<file path="config.mk">
export PLATFORM = sky130hd
export DESIGN_NAME = fifo_uart_tx_flat
export DESIGN_NICKNAME = d
export VERILOG_FILES = /design/src/rtl/fifo_uart_tx_if.sv /design/src/rtl/fifo_uart_tx.sv /design/src/flat_wrapper.sv
export SDC_FILE = /design/constraint.sdc
export NUM_CORES = 1
export LEC_CHECK = 0
export ABC_AREA = 1
export CAP_MARGIN = 20
export CORE_UTILIZATION = 53
export DETAILED_ROUTE_END_ITERATION = 16
export GPL_TIMING_DRIVEN = 0
export HOLD_SLACK_MARGIN = 0.05
export PLACE_DENSITY = 0.86
export SYNTH_ARGS = -nofsm -noshare
export SYNTH_HDL_FRONTEND = slang
export SYNTH_SLANG_ARGS = --single-unit
</file>
<file path="constraint.sdc">
create_clock -name CLOCK -period 2.5 [get_ports CLOCK]
set_clock_uncertainty 0.15 [all_clocks]
set_input_delay 0.375 -clock CLOCK [delete_from_list [all_inputs] [get_ports CLOCK]]
set_output_delay 0.375 -clock CLOCK [all_outputs]
set_load 0.01 [all_outputs]
</file>
<file path="src/rtl/fifo_uart_tx_if.sv">
// Read port between the 8-bit FIFO and its UART drain stage.
//   FIFO_EMPTY_N : 1 = FIFO holds at least one byte (FIFO -> drain)
//   FIFO_DATA    : read data, valid the cycle after FIFO_READ (FIFO -> drain)
//   FIFO_READ    : one-cycle pop request (drain -> FIFO)
interface fifo_uart_tx_if;
  logic       FIFO_EMPTY_N;
  logic [7:0] FIFO_DATA;
  logic       FIFO_READ;

  // Drain side: pops the FIFO.
  modport master (
    input  FIFO_EMPTY_N,
    input  FIFO_DATA,
    output FIFO_READ
  );

  // FIFO side: answers pop requests.
  modport slave (
    output FIFO_EMPTY_N,
    output FIFO_DATA,
    input  FIFO_READ
  );
endinterface

</file>
<file path="src/rtl/fifo_uart_tx.sv">
// FIFO drain stage: pops one byte at a time and sends it as a UART 8N1 frame.
//   CLOCK, RESET_N : clock (rising edge) and async active-low reset
//   ENABLE         : 1 = start new frames; 0 = finish current frame, then idle
//   fifo           : FIFO read port (empty flag, read data, pop request)
//   TX             : serial line, idle high
//   BUSY           : high in every state except IDLE
//   BYTE_DONE      : one-cycle pulse in the last cycle of the stop bit
module fifo_uart_tx #(
  parameter int unsigned CLKS_PER_BIT = 16
) (
  input  logic           CLOCK,
  input  logic           RESET_N,
  input  logic           ENABLE,
  fifo_uart_tx_if.master fifo,
  output logic           TX,
  output logic           BUSY,
  output logic           BYTE_DONE
);

  localparam int unsigned BAUD_W   = (CLKS_PER_BIT > 1) ? $clog2(CLKS_PER_BIT) : 1;
  localparam int unsigned BIT_W    = 3;
  localparam int unsigned DATA_W   = 8;
  localparam logic [BAUD_W-1:0] BAUD_LAST = BAUD_W'(CLKS_PER_BIT - 1);
  localparam logic [BIT_W-1:0]  BIT_LAST  = BIT_W'(DATA_W - 1);

  typedef enum logic [2:0] {
    S_IDLE,
    S_REQ,
    S_LOAD,
    S_START,
    S_DATA,
    S_STOP
  } state_e;

  state_e              state_q, state_d;
  logic [BAUD_W-1:0]   baud_q, baud_d;
  logic [BIT_W-1:0]    bit_idx_q, bit_idx_d;
  logic [DATA_W-1:0]   shift_q, shift_d;
  logic                tx_q, tx_d;
  logic                fifo_read_q, fifo_read_d;
  logic                busy_q, busy_d;
  logic                byte_done_q, byte_done_d;
  logic                baud_last_c;
  logic                next_frame_c;

  assign baud_last_c  = (baud_q == BAUD_LAST);
  // A new frame is only requested when enabled and the FIFO has data.
  assign next_frame_c = ENABLE && fifo.FIFO_EMPTY_N;

  // Next-state logic; outputs are decoded from the next state so that the
  // registered outputs line up with the state they belong to.
  always_comb begin
    state_d     = state_q;
    baud_d      = baud_q;
    bit_idx_d   = bit_idx_q;
    shift_d     = shift_q;
    tx_d        = 1'b1;
    fifo_read_d = 1'b0;
    busy_d      = 1'b0;
    byte_done_d = 1'b0;

    case (state_q)
      S_IDLE: begin
        if (next_frame_c) begin
          state_d = S_REQ;
        end
      end
      S_REQ: begin
        state_d = S_LOAD;
      end
      S_LOAD: begin
        // Read data is valid now, one cycle after the pop.
        shift_d = fifo.FIFO_DATA;
        baud_d  = '0;
        state_d = S_START;
      end
      S_START: begin
        if (baud_last_c) begin
          baud_d    = '0;
          bit_idx_d = '0;
          state_d   = S_DATA;
        end else begin
          baud_d = baud_q + BAUD_W'(1);
        end
      end
      S_DATA: begin
        if (baud_last_c) begin
          baud_d = '0;
          if (bit_idx_q == BIT_LAST) begin
            state_d = S_STOP;
          end else begin
            bit_idx_d = bit_idx_q + BIT_W'(1);
            shift_d   = {1'b0, shift_q[DATA_W-1:1]};
          end
        end else begin
          baud_d = baud_q + BAUD_W'(1);
        end
      end
      S_STOP: begin
        if (baud_last_c) begin
          baud_d  = '0;
          state_d = next_frame_c ? S_REQ : S_IDLE;
        end else begin
          baud_d = baud_q + BAUD_W'(1);
        end
      end
      default: begin
        state_d = S_IDLE;
      end
    endcase

    case (state_d)
      S_START: tx_d = 1'b0;
      S_DATA:  tx_d = shift_d[0];
      default: tx_d = 1'b1;
    endcase
    fifo_read_d = (state_d == S_REQ);
    busy_d      = (state_d != S_IDLE);
    byte_done_d = (state_d == S_STOP) && (baud_d == BAUD_LAST);
  end

  // State and output registers; reset drives the line idle immediately.
  always_ff @(posedge CLOCK or negedge RESET_N) begin
    if (!RESET_N) begin
      state_q     <= S_IDLE;
      baud_q      <= '0;
      bit_idx_q   <= '0;
      shift_q     <= '0;
      tx_q        <= 1'b1;
      fifo_read_q <= 1'b0;
      busy_q      <= 1'b0;
      byte_done_q <= 1'b0;
    end else begin
      state_q     <= state_d;
      baud_q      <= baud_d;
      bit_idx_q   <= bit_idx_d;
      shift_q     <= shift_d;
      tx_q        <= tx_d;
      fifo_read_q <= fifo_read_d;
      busy_q      <= busy_d;
      byte_done_q <= byte_done_d;
    end
  end

  assign fifo.FIFO_READ = fifo_read_q;
  assign TX             = tx_q;
  assign BUSY           = busy_q;
  assign BYTE_DONE      = byte_done_q;

endmodule

</file>
<file path="src/flat_wrapper.sv">
// flat-port wrapper written by rule: the top's interface ports become plain ports
module fifo_uart_tx_flat 
#(
  parameter int unsigned CLKS_PER_BIT = 16
)
  (CLOCK, RESET_N, ENABLE, TX, BUSY, BYTE_DONE, fifo_FIFO_EMPTY_N, fifo_FIFO_DATA, fifo_FIFO_READ);
  fifo_uart_tx_if fifo_i ();
  input  logic CLOCK;
  input  logic RESET_N;
  input  logic ENABLE;
  output logic TX;
  output logic BUSY;
  output logic BYTE_DONE;
  input wire logic [$bits(fifo_i.FIFO_EMPTY_N)-1:0] fifo_FIFO_EMPTY_N;
  input wire logic [$bits(fifo_i.FIFO_DATA)-1:0] fifo_FIFO_DATA;
  output wire logic [$bits(fifo_i.FIFO_READ)-1:0] fifo_FIFO_READ;
  assign fifo_i.FIFO_EMPTY_N = fifo_FIFO_EMPTY_N;
  assign fifo_i.FIFO_DATA = fifo_FIFO_DATA;
  assign fifo_FIFO_READ = fifo_i.FIFO_READ;
  fifo_uart_tx #(.CLKS_PER_BIT(CLKS_PER_BIT)) u_core (.CLOCK(CLOCK), .RESET_N(RESET_N), .ENABLE(ENABLE), .fifo(fifo_i), .TX(TX), .BUSY(BUSY), .BYTE_DONE(BYTE_DONE));
endmodule
</file>
# After elaboration in Yosys (flattened, before gate mapping)
# Index checks and enable logic that the tools add are counted.
word_totals:
  regBits: 22
  latchBits: 0
  mem_bits_rw: 0
  rom_bits: 0
  in_bits: 12
  output_inout_bits: 4
  wordCells: 52
  memories: 0
op_classes:
  add_sub_neg: 2
  multipliers: 0
  n_div: 0
  n_lt_le_gt_ge: 0
  n_eq_ne: 15
  shifts: 0
  muxes: 17
  bitwise_logic: 0
  n_reduce_logical: 9
ops:
  columns: ["op", "count"]
  rows:
  - ["2-to-1 mux 3 bit", 8]
  - ["case mux 3 bit (6 select lines)", 1]
  - ["2-to-1 mux 8 bit", 2]
  - ["case mux 8 bit (2 select lines)", 1]
  - ["equality test 3 bit, second input constant", 5]
  - ["equality test 3 x 2 -> 1 bit, second input constant", 3]
  - ["equality test 4 bit, second input constant", 2]
  - ["case mux 4 bit (2 select lines)", 1]
  - ["equality test 3 x 1 -> 1 bit, second input constant", 2]
  - ["case mux 3 bit (2 select lines)", 1]
  - ["adder 4 x 1 -> 4 bit, second input constant", 1]
  - ["2-to-1 mux 4 bit", 1]
  - ["inequality test 2 x 1 -> 1 bit, second input constant", 2]
  - ["AND reduction 4 bit", 1]
  - ["nonzero test 2 bit", 2]
  - ["adder 3 x 1 -> 3 bit, second input constant", 1]
  - ["logical NOT 3 bit", 1]
  - ["AND reduction 3 bit", 1]
  - ["nonzero test 3 bit", 1]
  - ["OR reduction 3 bit", 1]
  - ["logical AND 1 bit", 2]
  - ["inequality test 2 bit, second input constant", 1]
  - ["case mux 1 bit (2 select lines)", 1]
  - ["2-to-1 mux 1 bit", 1]

# Logic depth before layout (Yosys ltp)
# Gate-level depths: netlist of the first run.
depth:
  depth_word: 6
  ltp_mapped: 11
  depth_no_buf: 11

# Least setup slack after synthesis of the first run
# Ideal clock, no wire load.
synth_timing:
  kind: "reg2reg"
  from: "register u_core.bit_idx_q[0]"
  to: "register u_core.shift_q[6]"
  setup_ns: 0.127
  arrival_time_ns: 1.435
  t_required_ns: 2.223
  setup_slack_ns: 0.788
  path_stages_with_launch: 8
  synth_period_minus_slack_ns: 1.712
  path_cell_list: "dfrtp_1 -> ha_1 -> ha_1 -> nor3_4 -> inv_2 -> buf_6 -> nand3_2 -> o211ai_2"
synth_between:
  elab_chain_len: 3
synth_rtl:
  columns: ["element", "line_no", "source"]
  rows:
  - ["start: declaration", "fifo_uart_tx.sv:37", "logic [BIT_W-1:0] bit_idx_q, bit_idx_d;"]
  - ["start signal: assignment", "fifo_uart_tx.sv:136", "bit_idx_q <= bit_idx_d;"]
  - ["equality test 3 bit", "fifo_uart_tx.sv:89", "if (bit_idx_q == BIT_LAST) begin"]
  - ["inequality test 2 bit (no line)", null, null]
  - ["AND reduction 3 bit (no line)", null, null]
  - ["end signal: assignment", "fifo_uart_tx.sv:137", "shift_q <= shift_d;"]
  - ["end: declaration", "fifo_uart_tx.sv:38", "logic [DATA_W-1:0] shift_q, shift_d;"]
# No other way between the ends.
# A chain may end at the register's enable or synchronous reset.

# Final worst setup path of the first run
layout_timing:
  from: "register u_core.baud_q[0]"
  to: "register u_core.tx_q (netlist: u_core.TX)"
layout_between:
  elab_chain_len: 5
  word_cells_on_any_way: 10
layout_rtl:
  columns: ["element", "line_no", "source"]
  rows:
  - ["start: declaration", "fifo_uart_tx.sv:36", "logic [BAUD_W-1:0] baud_q, baud_d;"]
  - ["start signal: assignment", "fifo_uart_tx.sv:135", "baud_q <= baud_d;"]
  - ["equality test 4 bit (*)", "fifo_uart_tx.sv:46", "assign baud_last_c = (baud_q == BAUD_LAST);"]
  - ["2-to-1 mux 3 bit (on tied branches)", "fifo_uart_tx.sv:100, fifo_uart_tx.sv:78, fifo_uart_tx.sv:87", null]
  - ["case mux 3 bit (6 select lines)", "fifo_uart_tx.sv:62", "case (state_q)"]
  - ["equality test 3 bit / equality test 3 x 2 -> 1 bit (equally long branches)", "fifo_uart_tx.sv:112", "case (state_d)"]
  - ["case mux 1 bit (2 select lines) (*)", "fifo_uart_tx.sv:112", null]
  - ["net u_core.tx_d", "fifo_uart_tx.sv:39", "logic tx_q, tx_d;"]
  - ["end signal: assignment", "fifo_uart_tx.sv:138", "tx_q <= tx_d;"]
  - ["end: declaration", "fifo_uart_tx.sv:39", null]
# Mark *: on every way through the listed nets, which the timed path passes. The rest lies on a longest branch. The select of a mux whose other input is x is not followed.

==> impl_metrics.toml, run 1 <==
[clocking]
cts_tree = "built"
cts.sinks = 22
clockRootBuffer = "clkbuf_4"
cts_resized = 0
cts_max_level = 1
insertion_delay_ps = 300
post-cts-setup-buffers = 0
cts_buffers = 3
clk_pin_slew_ps = 120
cts_buffer_depth = 2
hold_buffers = 0

[route]
drt-total-wl_um = 2350
wl_per_cell_um = 12.2
firstDrtPassIters = 4
drc = 0
num_vias = 1029
drt_iter0_markers = 28
via_per_inst = 5.33
ant_nets = 0

[pwr]
clock_power_share = 0.325
netSwitchingFraction = 0.208
vdd_ir_drop_max_v = 0.000331
p_sw_mw = 0.125
power_density_nw_per_um2 = 427
fin_total_pwr_mw = 0.599
combPwrFrac = 0.063
power_frac_seq = 0.612
p_leak_nw = 0.791
p_int_mw = 0.474

[synthesis]
yosys-top-cells-area = "dfrtp_1, nand2_1, nand3_1"
synthArstFlopShare = 1.00
synth_top_area_frac = 0.450
ys_ff_latch = 22
synth.net_count = 161
yosys_warnings = 0
syn_avg_cell_area_um2 = 8.00
synthDistinctLibCells = 22
synth_top_area_cell = "dfrtp_1"
yosysMostFrequentCell = "nand2_1"
synth_edf_count = 0
ys_seq_area_frac = 0.472
synth_ff_type = "dfrtp_1"
synthCells = 146
synth_area_um2 = 1170
ys_top_cells_by_count = "nand2_1, dfrtp_1, inv_1, nand3_1, nor2_1"

[place]
gp_congestion = 0.889
dp_hpwl_um = 1800
dpl.cell_count = 188
portBuffers = 15

[setup_path]
r2r_start = "u_core.baud_q[0]"
reg2reg_depth = 10
r2r_end = "u_core.TX"
r2r_setup_slack_ps = 620
cp-start-kind = "flip-flop"
crit_required_ps = 2600
worstSetupStartpoint = "u_core.baud_q[0]"
cp-end-kind = "flip-flop"
cp_data_arrival_time_ps = 1990
crit_type = "flip-flop to flip-flop"
critPathMaxFanout = 5

[grt]
overflow = 0
grt_pass1_wl_um = 4000
grt_pass1_vias = 969
antenna_found_initial = 0
track_usage = 0.218
grt_max_degree = 23

[die]
die_area_um2 = 2400
die_x_um = 49.0
start_util = 0.578
pin_count = 16
core_area_um2 = 2020
rows = 16
die_h_um = 49.0

[sta]
fin_crit_ps = 1880
fmax_ghz = 0.531
tightest_slew_ps = 519
hold_viol_final = 0
tns_ps = 0
rsz0062_at_grt = "no"
hold_ws_ps = 246
min_period_over_period = 0.754
setup_viol = 0
slew_viol_final = 0
max_slew_margin = 0.653

[final_layout]
antenna_cells = 0
fin_util = 0.694
nNetsFinal = 182
layout-drive-gt1-share = 0.0964
layout.cells.non_filler = 193
area_growth_pct = 20.1

[job]
cap_violations = 0

[hold_path]
hp-class = "primary input to async pin"

[outcome]
status = "finished, final reports clean"
metal layers:
metal | up-vias | wire length (µm) | track usage
met5 | - | 0 | 0
met4 | 0 | 7 | 0.0735
met3 | 2 | 115 | 0.0280
met2 | 32 | 1190 | 0.377
met1 | 487 | 1040 | 0.280
li1 | 508 | - | -
power by group through the flow:
stage	registers [mW]	clock network [mW]	logic [mW]
finish	0.367	0.195	0.0378
global route	0.367	0.211	0.0424
floorplan	0.373	0	0.00764
global placement	0.373	0	0.0341
CTS	0.367	0.200	0.0359
detailed placement	0.374	0	0.0357
cell usage in the layout, fill, tap and decap left out, drive strengths merged, types with 2 or more instances in the layout:
cell           instances
clkdlybuf4s50         15
inv                   18
clkbuf                 4
dfrtp                 21
nand3                 18
nor3                   2
ha                     3
a22oi                  5
nand4                  3
nor2                  16
buf                    3
nand2                 52
cell families (layout without fill, tap and decap cells):
logic type,after synthesis,count (layout),share of synthesized area
compound gates,9,9,0.0578
fa+ha+maj,3,3,0.0321
buf+inv,20,40,0.0739
flops,22,22,0.472
mux,1,1,0.00857
simple gates,91,91,0.355
worst max-delay path by stage:
stage                             end  slack (ps)  cells past startpoint
floorplan           u_core.shift_q[6]         790                      7
global placement    u_core.shift_q[5]         680                      7
detailed placement  u_core.shift_q[6]         620                      7
CTS                 u_core.shift_q[6]         600                      7
global route                u_core.TX         510                     10
finish                      u_core.TX         620                     10
layout make-up:
cell class	count	area [µm²]
multi-input combinational	104	531
timing repair buffer	16	165
buffer	2	18.8
inverter	18	67.6
sequential	22	552
fill	155	618
clock buffer	4	36.3
tap	27	33.8
through the flow:
| stage | setup slack, ps | cell area (µm²) |
|---|---|---|
| after floorplan | 788 | 1170 |
| after global placement | 678 | 1350 |
| after detailed placement | 623 | 1350 |
| after CTS | 599 | 1390 |
| after global routing | 509 | 1400 |
| final | 615 | 1400 |
sequential cells by signal, summed over array words and instances (netlist names):
signal and count:
u_core.shift_q 8, u_core.baud_q 4, u_core.bit_idx_q 3, u_core.state_q 3, u_core.BUSY 1, u_core.BYTE_DONE 1
u_core.TX 1, u_core.fifo.FIFO_READ 1
critical path: stages (launching register included):
cell and delay, ps:
dfrtp_1 440, ha_1 290, nand2_1 100, nor2_1 230, nand2_1 90, nand2_1 70
nand2_1 90, nor2_4 150, nand2_1 80, nor2_1 110, nor2_1 50
Note: power is estimated with default switching activity, not from simulation.
==> run 2: changes to the inputs <==
Clock period 2.5 ns to 1.8 ns, I/O delays scaled along.
==> run 2 against run 1 <==
Net effect:
- critical path depth unchanged
- power increased by 39%
- global-route usage is 0.60 points higher
- fmax grew 9.8%
- largest power group unchanged
==> impl_metrics.toml, run 2 (synthesis results as in run 1) <==
[sta]
slew_viol_final = 0
hold_viol_final = 0
min_period_over_period = 0.954
fin_crit_ps = 1720
rsz0062_at_grt = "no"
tightest_slew_ps = 518
max_slew_margin = 0.654
fmax_ghz = 0.583
setup_viol = 0
hold_ws_ps = 143

[route]
via_per_inst = 5.43
num_vias = 1064
wl_per_cell_um = 12.5
drt_iter0_markers = 28
ant_nets = 0
drc = 0
drt-total-wl_um = 2460
firstDrtPassIters = 4

[final_layout]
regArea_um2 = 552
area_growth_pct = 23.8
multi_input_area_um2 = 548
antenna_cells = 0
regMostFlops = "u_core.shift_q"
final_area_um2 = 1450
fin_util = 0.715
final_common_cell = "nand2_1"
layout.cells.non_filler = 196
layout-drive-gt1-share = 0.130
top_regs = "u_core.shift_q x8, u_core.baud_q x4"
largest_reg_flops = 8
most-common-layout-cells = "nand2_1, dfrtp_1, inv_1, nand3_1"
nNetsFinal = 185
fill_cells = 151

[clocking]
clk_pin_slew_ps = 120
hold_buffers = 0
cts.sinks = 22
clockRootBuffer = "clkbuf_4"
cts_max_level = 1
insertion_delay_ps = 300
cts_buffer_depth = 2
cts_tree = "built"
cts_buffers = 3

[die]
pin_count = 16
die_h_um = 49.0
start_util = 0.578
core_area_um2 = 2020
die_area_um2 = 2400
die_x_um = 49.0
rows = 16

[setup_path]
critPathTopFamily = "simple AND/OR/NAND/NOR gates"
r2r_end = "u_core.TX"
reg2reg_depth = 10
r2r_start = "u_core.baud_q[1]"
cp-start-kind = "flip-flop"
slowest_delay_ps = 450
crit_top_cell = "nand2_1"
path_buf_inv = 0
cp_slowest_cell = "dfrtp_1"
crit_type = "flip-flop to flip-flop"
cp_data_arrival_time_ps = 1820
r2r_setup_slack_ps = 80
crit_chain = "ha_4 > nand2_1 > nor2_2 > nand2_1 > nand2_1 > nand2_1 > nor2_4 > nand2_1 > nor2_1 > nor2_1"
crit_required_ps = 1900
critPathMaxFanout = 4
cp-end-kind = "flip-flop"

[grt]
met1_usage = 0.286
use_met2 = 0.377
grt_pass1_vias = 993
antenna_found_initial = 0
track_usage = 0.224
use_met3 = 0.0312
grt-busiest-layer = "met2"
overflow = 0
grt_pass1_wl_um = 4090
grt_max_degree = 23

[pwr]
p_leak_nw = 0.815
combPwrFrac = 0.063
fin_total_pwr_mw = 0.832
power_frac_seq = 0.613
netSwitchingFraction = 0.208
vdd_ir_drop_max_v = 0.000483
power_density_nw_per_um2 = 575
clock_power_share = 0.325
p_sw_mw = 0.173
p_int_mw = 0.658

[hold_path]
hp-class = "primary input to async pin"

[place]
portBuffers = 15
dp_hpwl_um = 1800
placed_area_um2 = 1350
gp_congestion = 0.889
dpl.cell_count = 188

[job]
cap_violations = 0

[outcome]
status = "finished, final reports clean"
[run 2: changes by cell type in the layout (fill, tap and decap cells not counted), sizes merged]
cell | previous run | this run
buf | 3 | 6
clkdlybuf4s50 | 15 | 14
dlymetal6s2s | 0 | 1
[run 2: timing repair]
action | 4_1_cts | 5_1_grt
setup buffers | 2 | 1
pin swaps | 1 | 0
setup endpoints to repair | 11 | 4
gates resized for setup | 2 | 3
[run 2: final cells by class]
type / instances / share of cell area
sequential: 22 / 0.381
multi-input combinational: 104 / 0.379
timing repair buffer: 19 / 0.131
inverter: 18 / 0.0467
clock buffer: 4 / 0.0251
tap: 27 / 0.0234
buffer: 2 / 0.0130
[run 2: how the worst max path moves through the flow]
stage	startpoint	endpoint	slack (ps)	cells past startpoint
floorplan	u_core.bit_idx_q[0]	u_core.shift_q[6]	90	7
global placement	u_core.bit_idx_q[0]	u_core.shift_q[5]	-20	7
detailed placement	u_core.bit_idx_q[0]	u_core.shift_q[6]	-80	7
CTS	u_core.baud_q[0]	u_core.BYTE_DONE	10	9
global route	u_core.baud_q[1]	u_core.TX	10	10
finish	u_core.baud_q[1]	u_core.TX	80	10
[run 2: metrics by stage]
step | worst slack [ps] | TNS (ps)
after floorplan | 87.9 | 0
after global placement | -22.1 | -107
after detailed placement | -76.9 | -541
after CTS | 15.0 | 0
after global routing | 9.95 | 0
final | 83.4 | 0
[run 2: per-layer routing]
layer | wire [µm] | vias to the layer above
met5 | 0 | -
met2 | 1240 | 41
met4 | 17 | 0
met3 | 126 | 2
li1 | - | 516
met1 | 1080 | 505
[run 2: power groups by stage]
stage / combinational (mW) / clock (mW) / sequential (mW)
global route: 0.0585 / 0.293 / 0.510
finish: 0.0521 / 0.270 / 0.510
floorplan: 0.0106 / 0 / 0.518
detailed placement: 0.0495 / 0 / 0.519
CTS: 0.0499 / 0.278 / 0.509
global placement: 0.0474 / 0 / 0.518
[run 2: worst register-to-register path, stage by stage (launching register included)]
cell and delay, ps:
dfrtp_1 450, ha_4 190, nand2_1 100, nor2_2 170
nand2_1 70, nand2_1 60, nand2_1 90, nor2_4 150
nand2_1 80, nor2_1 110, nor2_1 50
